### config.mk
export PLATFORM = sky130hd
export DESIGN_NAME = if_next_pc_predictor
export DESIGN_NICKNAME = d
export VERILOG_FILES = /design/src/rtl/rv32i_types.sv /design/src/rtl/sat_ctr2.sv /design/src/rtl/if_next_pc_predictor.sv
export SDC_FILE = /design/constraint.sdc
export NUM_CORES = 2
export LEC_CHECK = 0
export ABC_AREA = 0
export BUFFER_PORTS_ARGS = -buffer_cell sky130_fd_sc_hd__buf_2
export CAP_MARGIN = 5
export CORE_ASPECT_RATIO = 1.5
export CORE_MARGIN = 2
export CORE_UTILIZATION = 30
export CTS_CLUSTER_SIZE = 20
export DETAILED_ROUTE_END_ITERATION = 12
export PLACE_DENSITY_LB_ADDON = 0.08
export SYNTH_ARGS = -nofsm -noshare
export SYNTH_HDL_FRONTEND = slang
export SYNTH_SLANG_ARGS = --single-unit
### constraint.sdc
create_clock -name clk -period 27.6 [get_ports clk]
set_clock_uncertainty 0.2 [all_clocks]
set_input_delay 1.38 -clock clk [delete_from_list [all_inputs] [get_ports clk]]
set_output_delay 1.38 -clock clk [all_outputs]
set_load 0.01 [all_outputs]
### src/rtl/rv32i_types.sv
// Shared fetch-side types: BTB entry layout, predictor FSM states and counter encodings.
package rv32i_types;

  localparam int unsigned TAG_W = 30;

  localparam logic [1:0] CTR_SNT = 2'b00;
  localparam logic [1:0] CTR_WNT = 2'b01;
  localparam logic [1:0] CTR_WT  = 2'b10;
  localparam logic [1:0] CTR_ST  = 2'b11;

  // Tag is held zero-extended to a fixed width so the struct is independent of BTB depth.
  typedef struct packed {
    logic             valid;
    logic [TAG_W-1:0] tag;
    logic [31:0]      target;
    logic [1:0]       ctr;
  } btb_entry_t;

  typedef enum logic [1:0] {
    INIT,
    RUN,
    REDIRECT
  } bpfsm_state_t;

  function automatic logic [TAG_W-1:0] pc_tag(input logic [31:0] pc, input int unsigned idx_w);
    return TAG_W'(pc >> (idx_w + 2));
  endfunction

endpackage

### src/rtl/sat_ctr2.sv
// Combinational 2-bit saturating counter update (taken counts up, not-taken counts down).
module sat_ctr2
  import rv32i_types::*;
(
  input  logic [1:0] ctr_i,
  input  logic       taken_i,
  output logic [1:0] ctr_o
);

  always_comb begin
    ctr_o = ctr_i;
    unique case (ctr_i)
      CTR_SNT: ctr_o = taken_i ? CTR_WNT : CTR_SNT;
      CTR_WNT: ctr_o = taken_i ? CTR_WT  : CTR_SNT;
      CTR_WT:  ctr_o = taken_i ? CTR_ST  : CTR_WNT;
      default: ctr_o = taken_i ? CTR_ST  : CTR_WT;
    endcase
  end

endmodule

### src/rtl/if_next_pc_predictor.sv
// Next-fetch-PC predictor: direct-mapped BTB trained from EX golden PC, registered redirect on mispredict.
// Optional BTB_PERF_CNT_EN adds trained-ctrl and redirect event counters.
module if_next_pc_predictor
  import rv32i_types::*;
#(
  parameter  int unsigned BTB_ENTRIES = 16,
  localparam int unsigned IDX_W       = $clog2(BTB_ENTRIES)
) (
  input  logic        clk,
  input  logic        rst,
  input  logic [31:0] if_pc,
  input  logic        if_stall,
  output logic [31:0] if_pred_pc,
  input  logic        ex_valid,
  input  logic        ex_is_ctrl,
  input  logic [31:0] ex_pc,
  input  logic [31:0] ex_pred_pc,
  input  logic [31:0] ex_pc_golden,
  output logic        redirect_valid,
  output logic [31:0] redirect_pc,
  output logic        ready
`ifdef BTB_PERF_CNT_EN
  ,
  output logic [31:0] perf_ctrl_cnt,
  output logic [31:0] perf_mispred_cnt
`endif
);

  bpfsm_state_t     state_q, state_d;
  logic [IDX_W-1:0] init_idx_q, init_idx_d;
  logic             ready_q, ready_d;
  logic             redirect_valid_q, redirect_valid_d;
  logic [31:0]      redirect_pc_q, redirect_pc_d;

  btb_entry_t       btb_q [BTB_ENTRIES];
  btb_entry_t       if_entry, ex_entry, btb_wdata;
  logic [IDX_W-1:0] if_idx, ex_idx;
  logic [TAG_W-1:0] if_tag, ex_tag;
  logic             if_hit, ex_hit, taken;
  logic             train_c, mispred_c, clr_we, btb_we;
  logic [1:0]       ctr_upd;

  // Fetch stalls only freeze the PC source upstream; the predictor has no IF-side state.
  logic unused_if_stall;
  assign unused_if_stall = if_stall;

  assign if_idx   = if_pc[IDX_W+1:2];
  assign if_tag   = pc_tag(if_pc, IDX_W);
  assign if_entry = btb_q[if_idx];
  assign if_hit   = if_entry.valid && (if_entry.tag == if_tag);

  assign ex_idx   = ex_pc[IDX_W+1:2];
  assign ex_tag   = pc_tag(ex_pc, IDX_W);
  assign ex_entry = btb_q[ex_idx];
  assign ex_hit   = ex_entry.valid && (ex_entry.tag == ex_tag);
  assign taken    = (ex_pc_golden != (ex_pc + 32'd4));

  assign train_c   = (state_q == RUN) && ex_valid && ex_is_ctrl;
  assign mispred_c = (state_q == RUN) && ex_valid && (ex_pred_pc != ex_pc_golden);

  sat_ctr2 u_sat_ctr2 (
    .ctr_i   (ex_entry.ctr),
    .taken_i (taken),
    .ctr_o   (ctr_upd)
  );

  // Lookup reads the array before any same-cycle write lands.
  always_comb begin
    if_pred_pc = if_pc + 32'd4;
    if ((state_q != INIT) && if_hit && if_entry.ctr[1]) begin
      if_pred_pc = if_entry.target;
    end
  end

  always_comb begin
    state_d          = state_q;
    init_idx_d       = init_idx_q;
    ready_d          = ready_q;
    redirect_valid_d = 1'b0;
    redirect_pc_d    = redirect_pc_q;
    clr_we           = 1'b0;
    btb_we           = 1'b0;
    btb_wdata        = ex_entry;
    unique case (state_q)
      INIT: begin
        clr_we     = 1'b1;
        init_idx_d = init_idx_q + IDX_W'(1);
        if (init_idx_q == IDX_W'(BTB_ENTRIES - 1)) begin
          state_d = RUN;
          ready_d = 1'b1;
        end
      end
      RUN: begin
        if (train_c) begin
          if (ex_hit) begin
            btb_we        = 1'b1;
            btb_wdata.ctr = ctr_upd;
            if (taken) btb_wdata.target = ex_pc_golden;
          end else if (taken) begin
            btb_we    = 1'b1;
            btb_wdata = '{valid: 1'b1, tag: ex_tag, target: ex_pc_golden, ctr: CTR_WT};
          end
        end
        if (mispred_c) begin
          redirect_valid_d = 1'b1;
          redirect_pc_d    = ex_pc_golden;
          state_d          = REDIRECT;
        end
      end
      // EX holds a wrong-path instruction here: no training, no second redirect.
      REDIRECT: state_d = RUN;
      default:  state_d = INIT;
    endcase
  end

  always_ff @(posedge clk) begin
    if (rst) begin
      state_q          <= INIT;
      init_idx_q       <= '0;
      ready_q          <= 1'b0;
      redirect_valid_q <= 1'b0;
      redirect_pc_q    <= '0;
    end else begin
      state_q          <= state_d;
      init_idx_q       <= init_idx_d;
      ready_q          <= ready_d;
      redirect_valid_q <= redirect_valid_d;
      redirect_pc_q    <= redirect_pc_d;
    end
  end

  // BTB storage has no reset; the INIT sweep invalidates every entry.
  always_ff @(posedge clk) begin
    if (!rst) begin
      if (clr_we) begin
        btb_q[init_idx_q].valid <= 1'b0;
      end else if (btb_we) begin
        btb_q[ex_idx] <= btb_wdata;
      end
    end
  end

  assign redirect_valid = redirect_valid_q;
  assign redirect_pc    = redirect_pc_q;
  assign ready          = ready_q;

`ifdef BTB_PERF_CNT_EN
  logic [31:0] perf_ctrl_cnt_q, perf_mispred_cnt_q;

  always_ff @(posedge clk) begin
    if (rst) begin
      perf_ctrl_cnt_q    <= '0;
      perf_mispred_cnt_q <= '0;
    end else begin
      if (train_c)   perf_ctrl_cnt_q    <= perf_ctrl_cnt_q + 32'd1;
      if (mispred_c) perf_mispred_cnt_q <= perf_mispred_cnt_q + 32'd1;
    end
  end

  assign perf_ctrl_cnt    = perf_ctrl_cnt_q;
  assign perf_mispred_cnt = perf_mispred_cnt_q;
`endif

endmodule

; ---- Word level (Yosys, flattened, before mapping)
; Memories as Yosys holds them, arrays and structs flattened.
; Index checks and enable logic that the tools add are counted.
[word_totals]
wordCells = 67
latch_bits = 0
reg_bits = 40
ram_bits = 1040
rom_bits = 0
n_memories = 1
[memory_table]
columns = memory, words, word_bits, rd, rd_ports_with_merged_regs, wr, line
row1 = btb_q, 16, 65, 2, 0, 1, if_next_pc_predictor.sv:35  ; btb_entry_t btb_q [BTB_ENTRIES];
[op_classes]
add_sub_neg = 3
bitwise_logic = 1
eq_ne = 11
div_mod_pow = 0
muxes = 31
shifts = 0
reduce_logical = 15
order_cmp = 0
n_mul = 0
[op_table]
columns = operator, count
row1 = $mux W65, 4
row2 = $reduce_or A65 Y1, 1
row3 = $add A32 B3 Y32 const B, 2
row4 = $mux W32, 2
row5 = $ne A32 B32 Y1, 2
row6 = $eq A30 B26 Y1, 2
row7 = $mux W34, 1
row8 = $mux W31, 1
row9 = $mux W1, 15
row10 = $pmux W2 S3, 2
row11 = $mux W2, 5
row12 = $logic_and A1 B1 Y1, 7
row13 = $reduce_and A2 Y1, 3
row14 = $add A4 B1 Y4 const B, 1
row15 = $eq A2 B1 Y1 const B, 2
row16 = $eq A2 B2 Y1 const B, 2
row17 = $eq A4 B4 Y1 const B, 1
row18 = $logic_not A2 Y1, 2
row19 = $mux W4, 1
row20 = $ne A2 B2 Y1 const B, 2
row21 = $reduce_bool A2 Y1, 1
row22 = $reduce_or A2 Y1, 1
row23 = $not A1 Y1, 1

; ---- Logic depth before layout (Yosys ltp)
[depth]
ltp_word = 12
mapped_depth = 19
depth_no_buf = 11

; ---- By module
; A second synthesis with hierarchy kept.
[unflattened]
hier_cells = 3023
area_unflattened_um2 = 53398.7
[by_module_without_submodules]
columns = module, instances, cells_each, area_per_inst_um2, seq_area_each_um2
row1 = if_next_pc_predictor, 1, 3020, 53372.4, 32030.7
row2 = sat_ctr2, 1, 3, 26.3, 0.0

; ---- Least setup slack after synthesis
; OpenSTA, ideal clock, no wires.
[synth_path]
path_kind = input port to flip-flop
start = input port ex_pc[2]
end = memory btb_q[3][0] in the netlist's numbering (enable)
arrival_time_ns = 10.260
path_stages = 15
setup_ns = 0.644
slack_ns = 16.497
n_path_buf = 7
cell_sequence = buf_6 -> buf_8 -> buf_8 -> buf_8 -> buf_4 -> mux2i_1 -> a221oi_1 -> mux2i_1 -> o2111ai_1 -> or3_1 -> nor4_4 -> o21ai_1 -> buf_6 -> clkbuf_1 -> nor4_1
[synth_via]
elab_chain_len = 12
[synth_lines]
columns = element, line
row1 = "start, declared", if_next_pc_predictor.sv:16  ; input logic [31:0] ex_pc,
row2 = $add A32 B3 Y32 / $mem_v2 Z16 W65 (equally long branches), --
row3 = $ne A32 B32 Y1 / $eq A30 B26 Y1 (equally long branches), "if_next_pc_predictor.sv:56, if_next_pc_predictor.sv:55"
row4 = $mux W1 / $logic_and A1 B1 Y1 (equally long branches), "if_next_pc_predictor.sv:99, if_next_pc_predictor.sv:55"
row5 = $mux W1, if_next_pc_predictor.sv:95  ; if (ex_hit) begin
row6 = $mux W1, if_next_pc_predictor.sv:94  ; if (train_c) begin
row7 = $mux W1, if_next_pc_predictor.sv:84  ; unique case (state_q)
row8 = $mux W1, if_next_pc_predictor.sv:137  ; end else if (btb_we) begin
row9 = $mux W1, if_next_pc_predictor.sv:135  ; if (clr_we) begin
row10 = $mux W1, if_next_pc_predictor.sv:134  ; if (!rst) begin
row11 = $mux W1 (not written as such), if_next_pc_predictor.sv:138  ; btb_q[ex_idx] <= btb_wdata;
row12 = $reduce_or A65 Y1 (no line), --
row13 = $mux W4 (no line) / $mux W2 (equally long branches), --
row14 = "end, declared", if_next_pc_predictor.sv:35
; Several ways; a longest one is shown, not always the timed one.

; ---- Final worst setup path
[layout_path]
start = input port if_pc[3]
end = output port if_pred_pc[7]
[layout_via]
elab_chain_len = 6
[layout_lines]
columns = element, line
row1 = "start, declared", if_next_pc_predictor.sv:11  ; input logic [31:0] if_pc,
row2 = $mem_v2 Z16 W65, --
row3 = $eq A30 B26 Y1, if_next_pc_predictor.sv:50  ; assign if_hit = if_entry.valid && (if_entry.tag == if_tag);
row4 = $logic_and A1 B1 Y1, if_next_pc_predictor.sv:50
row5 = $logic_and A1 B1 Y1 (2 in a row), if_next_pc_predictor.sv:70  ; if ((state_q != INIT) && if_hit && if_entry.ctr[1]) begin
row6 = $mux W32 (*), if_next_pc_predictor.sv:70
row7 = "end, declared", if_next_pc_predictor.sv:13  ; output logic [31:0] if_pred_pc,
; Every way passes the cells marked *; elsewhere a longest branch is shown, timed or not.

==> flow_summary_export.csv <==
group,metric,value,unit
run_status,status,"finished clean",
clocking,cts_resized,0,
routing,viasPerCell,5.58,
synthesis,synth_area_leaders,"edfxtp_1, mux4_2, mux2i_1, xnor2_1, dfxtp_1",
floorplan,pin_count,199,
worst_setup_path,crit_path_start_kind,"input pin",
placed_design,place_hpwl,122,mm
final_layout,nFillCells,16500,
placed_design,portBuffers,197,
synthesis,synth_top_area_share,59.2,%
synthesis,async_reset_ff_share,0,%
worst_setup_path,critPathCaptureType,"output pin",
hold_path,worstHoldPathType,"register to register",
floorplan,placementRows,188,
grt,overflow,0,
routing,route.detailed.drc,0,
grt,grt_max_degree,107,
floorplan,core-area,175000,um^2
synthesis,syn_area_per_cell,17.7,um^2
grt,grt_first_pass_wirelength,269,mm
routing,drt_pass1_iterations,6,
sta,timing_hold_violations_final,0,
synthesis,synth_top_area_cell,"edfxtp_1",
synthesis,ys_seq_elements,1080,
final_layout,syn_to_final_growth,14.8,%
pwr,power_leakage,21.7,nW
routing,via_count,31400,
sta,maxSlewHeadroom,26.5,%
clocking,cts_sinks,1080,
synthesis,synth_enable_flop_cells,1040,
worst_setup_path,arrival,7.37,ns
floorplan,initial_core_util,30.2,%
synthesis,yosysWarnings,0,
synthesis,ys_types,84,
clocking,cts_buffers,112,
sta,finalSetupViolCount,0,
worst_setup_path,critPathKind,"input pin to output pin",
floorplan,die_h,518,um
grt,track_usage,21.5,%
placed_design,routabilityCongestion,0.903,
sta,rsz0062_at_grt,"false",
worst_setup_path,required,26.02,ns
sta,tns,0,ns
grt,grt_antenna_before_repair,28,
pwr,p_total,3.59,mW
clocking,insertion_delay,0.76,ns
floorplan,die_x,347,um
pwr,max-vdd-ir-drop,48.0,uV
clocking,cts_tree,"built",
sta,slew_viol_final,0,
clocking,hold_buffers,0,
clocking,cts_setup_buffers,0,
sta,min_period_over_period,32.4,%
clocking,htreeDepth,3,
final_layout,drive_above_1_share,31.5,%
routing,drtIter0Drc,2833,
routing,wl,194,mm
grt,grt_pass1_vias,33500,
synthesis,netlist_instances,2989,
sta,tightestPinTransition,1.10,ns
synthesis,synth-seq-area-share,60.7,%
final_layout,fin_area,60600,um^2
routing,drtAntennaViolNets,0,
sta,finalCriticalPeriod,8.95,ns
clocking,ctsRootBufferMaster,"clkbuf_16",
pwr,power_density,59.2,nW/um^2
flow_run,max_cap_violations,0,
synthesis,yosys_most_used_dff,"edfxtp_1",
floorplan,dieArea,179000,um^2
routing,wl_per_cell,34.4,um
clocking,clockBufferDepth,3,
clocking,cts.clk_slew.worst_paths,0.06,ns
worst_setup_path,cp_max_fo,90,
final_layout,nNetsFinal,3386,
synthesis,ys_top_cells_by_count,"edfxtp_1, mux4_2, mux2i_1",
sta,fmax,0.112,GHz
synthesis,synth_most_common_cell,"edfxtp_1",
placed_design,post_dp_cell_area,56800,um^2
synthesis,netlist_area,52800,um^2
==> cell type report <==
class | instances | area (um^2) | share of cell area, %
repair buffers | 309 | 1910 | 3.15
clock inverters | 71 | 651 | 1.07
inverters | 22 | 82.6 | 0.136
diodes | 7 | 17.5 | 0.0289
flip-flops and latches | 1080 | 32000 | 52.8
well taps | 2280 | 2850 | 4.71
clock buffers | 140 | 3150 | 5.19
multi-input cells | 1725 | 19900 | 32.9
==> final timing paths <==
| kind | from | endpoint | slack, ns | depth (start not counted) |
|---|---|---|---|---|
| worst min-delay path | redirect_pc[24] | redirect_pc[24] | 0.30 | 2 |
| worst min register to register | redirect_pc[24] | redirect_pc[24] | 0.30 | 2 |
| worst max-delay path | if_pc[3] | if_pred_pc[7] | 18.65 | 13 |
| worst max register to register | btb_q[5][61] | btb_q[2][45] | 21.41 | 12 |
==> flip-flops by register name, summed over array words and instances (netlist names) <==
| signal | flops |
|---|---|
| ready | 1 |
| state_q | 2 |
| btb_q | 1040 |
| redirect_pc | 32 |
| redirect_valid | 1 |
| init_idx_q | 4 |
==> routing by layer <==
metal	GRT usage, %	vias to the layer above	wire, um
met3	3.56	260	11100
li1	-	12900	-
met1	27.3	17100	78800
met4	6.73	24	6040
met2	37.2	1065	97800
met5	0	-	145
==> stage by stage <==
stage               hold WS, ns  worst slack, ns  util (%)  instances
CTS                       0.300            18.60      34.7       5627
detailed placement        0.282            17.98      32.5       5416
global placement          0.271            18.07      32.5       5416
finish                    0.296            18.65      34.7       5634
global route              0.330            18.54      34.7       5628
floorplan                 0.311            16.50         -       3052
==> critical path, stage by stage <==
cell and delay [ns]:
buf_8 0.61, buf_4 0.61, buf_4 0.68, mux4_2 0.42, mux4_2 0.52, xnor2_1 0.41, nand4_1 0.35, or3_1 0.42
or4_4 0.66, buf_4 0.34, nor2_1 0.36, a21oi_1 0.13, buf_2 0.22
==> placed cells by master, fill, tap and decap left out, types with 47 or more instances in the layout <==
| cell type | count |
|---|---|
| clkbuf_16 | 121 |
| buf_2 | 189 |
| a21oi_1 | 55 |
| nand4_1 | 47 |
| nor3_1 | 53 |
| xnor2_1 | 103 |
| mux2i_1 | 195 |
| buf_4 | 112 |
| mux4_2 | 521 |
| edfxtp_1 | 1040 |
| a22oi_1 | 48 |
| nand2_1 | 88 |
| conb_1 | 64 |
| nor2_1 | 181 |
==> report_power, final <==
group	internal, mW	switching, mW	total [mW]
Clock	0.887	0.684	1.57
Sequential	1.77	0.000882	1.77
Combinational	0.0887	0.155	0.244
==> logic make-up after synthesis <==
logic type               share of synthesized area (%)
AND/OR/NAND/NOR                                   5.24
multiplexers                                      26.2
adder cells (fa/ha/maj)                         0.0711
flip-flops                                        60.7
other                                          0.00710
XOR/XNOR                                          2.47
buffers and inverters                             2.28
AO/OA/AOI/OAI                                     3.03
Power figures use the tool's default switching activity.
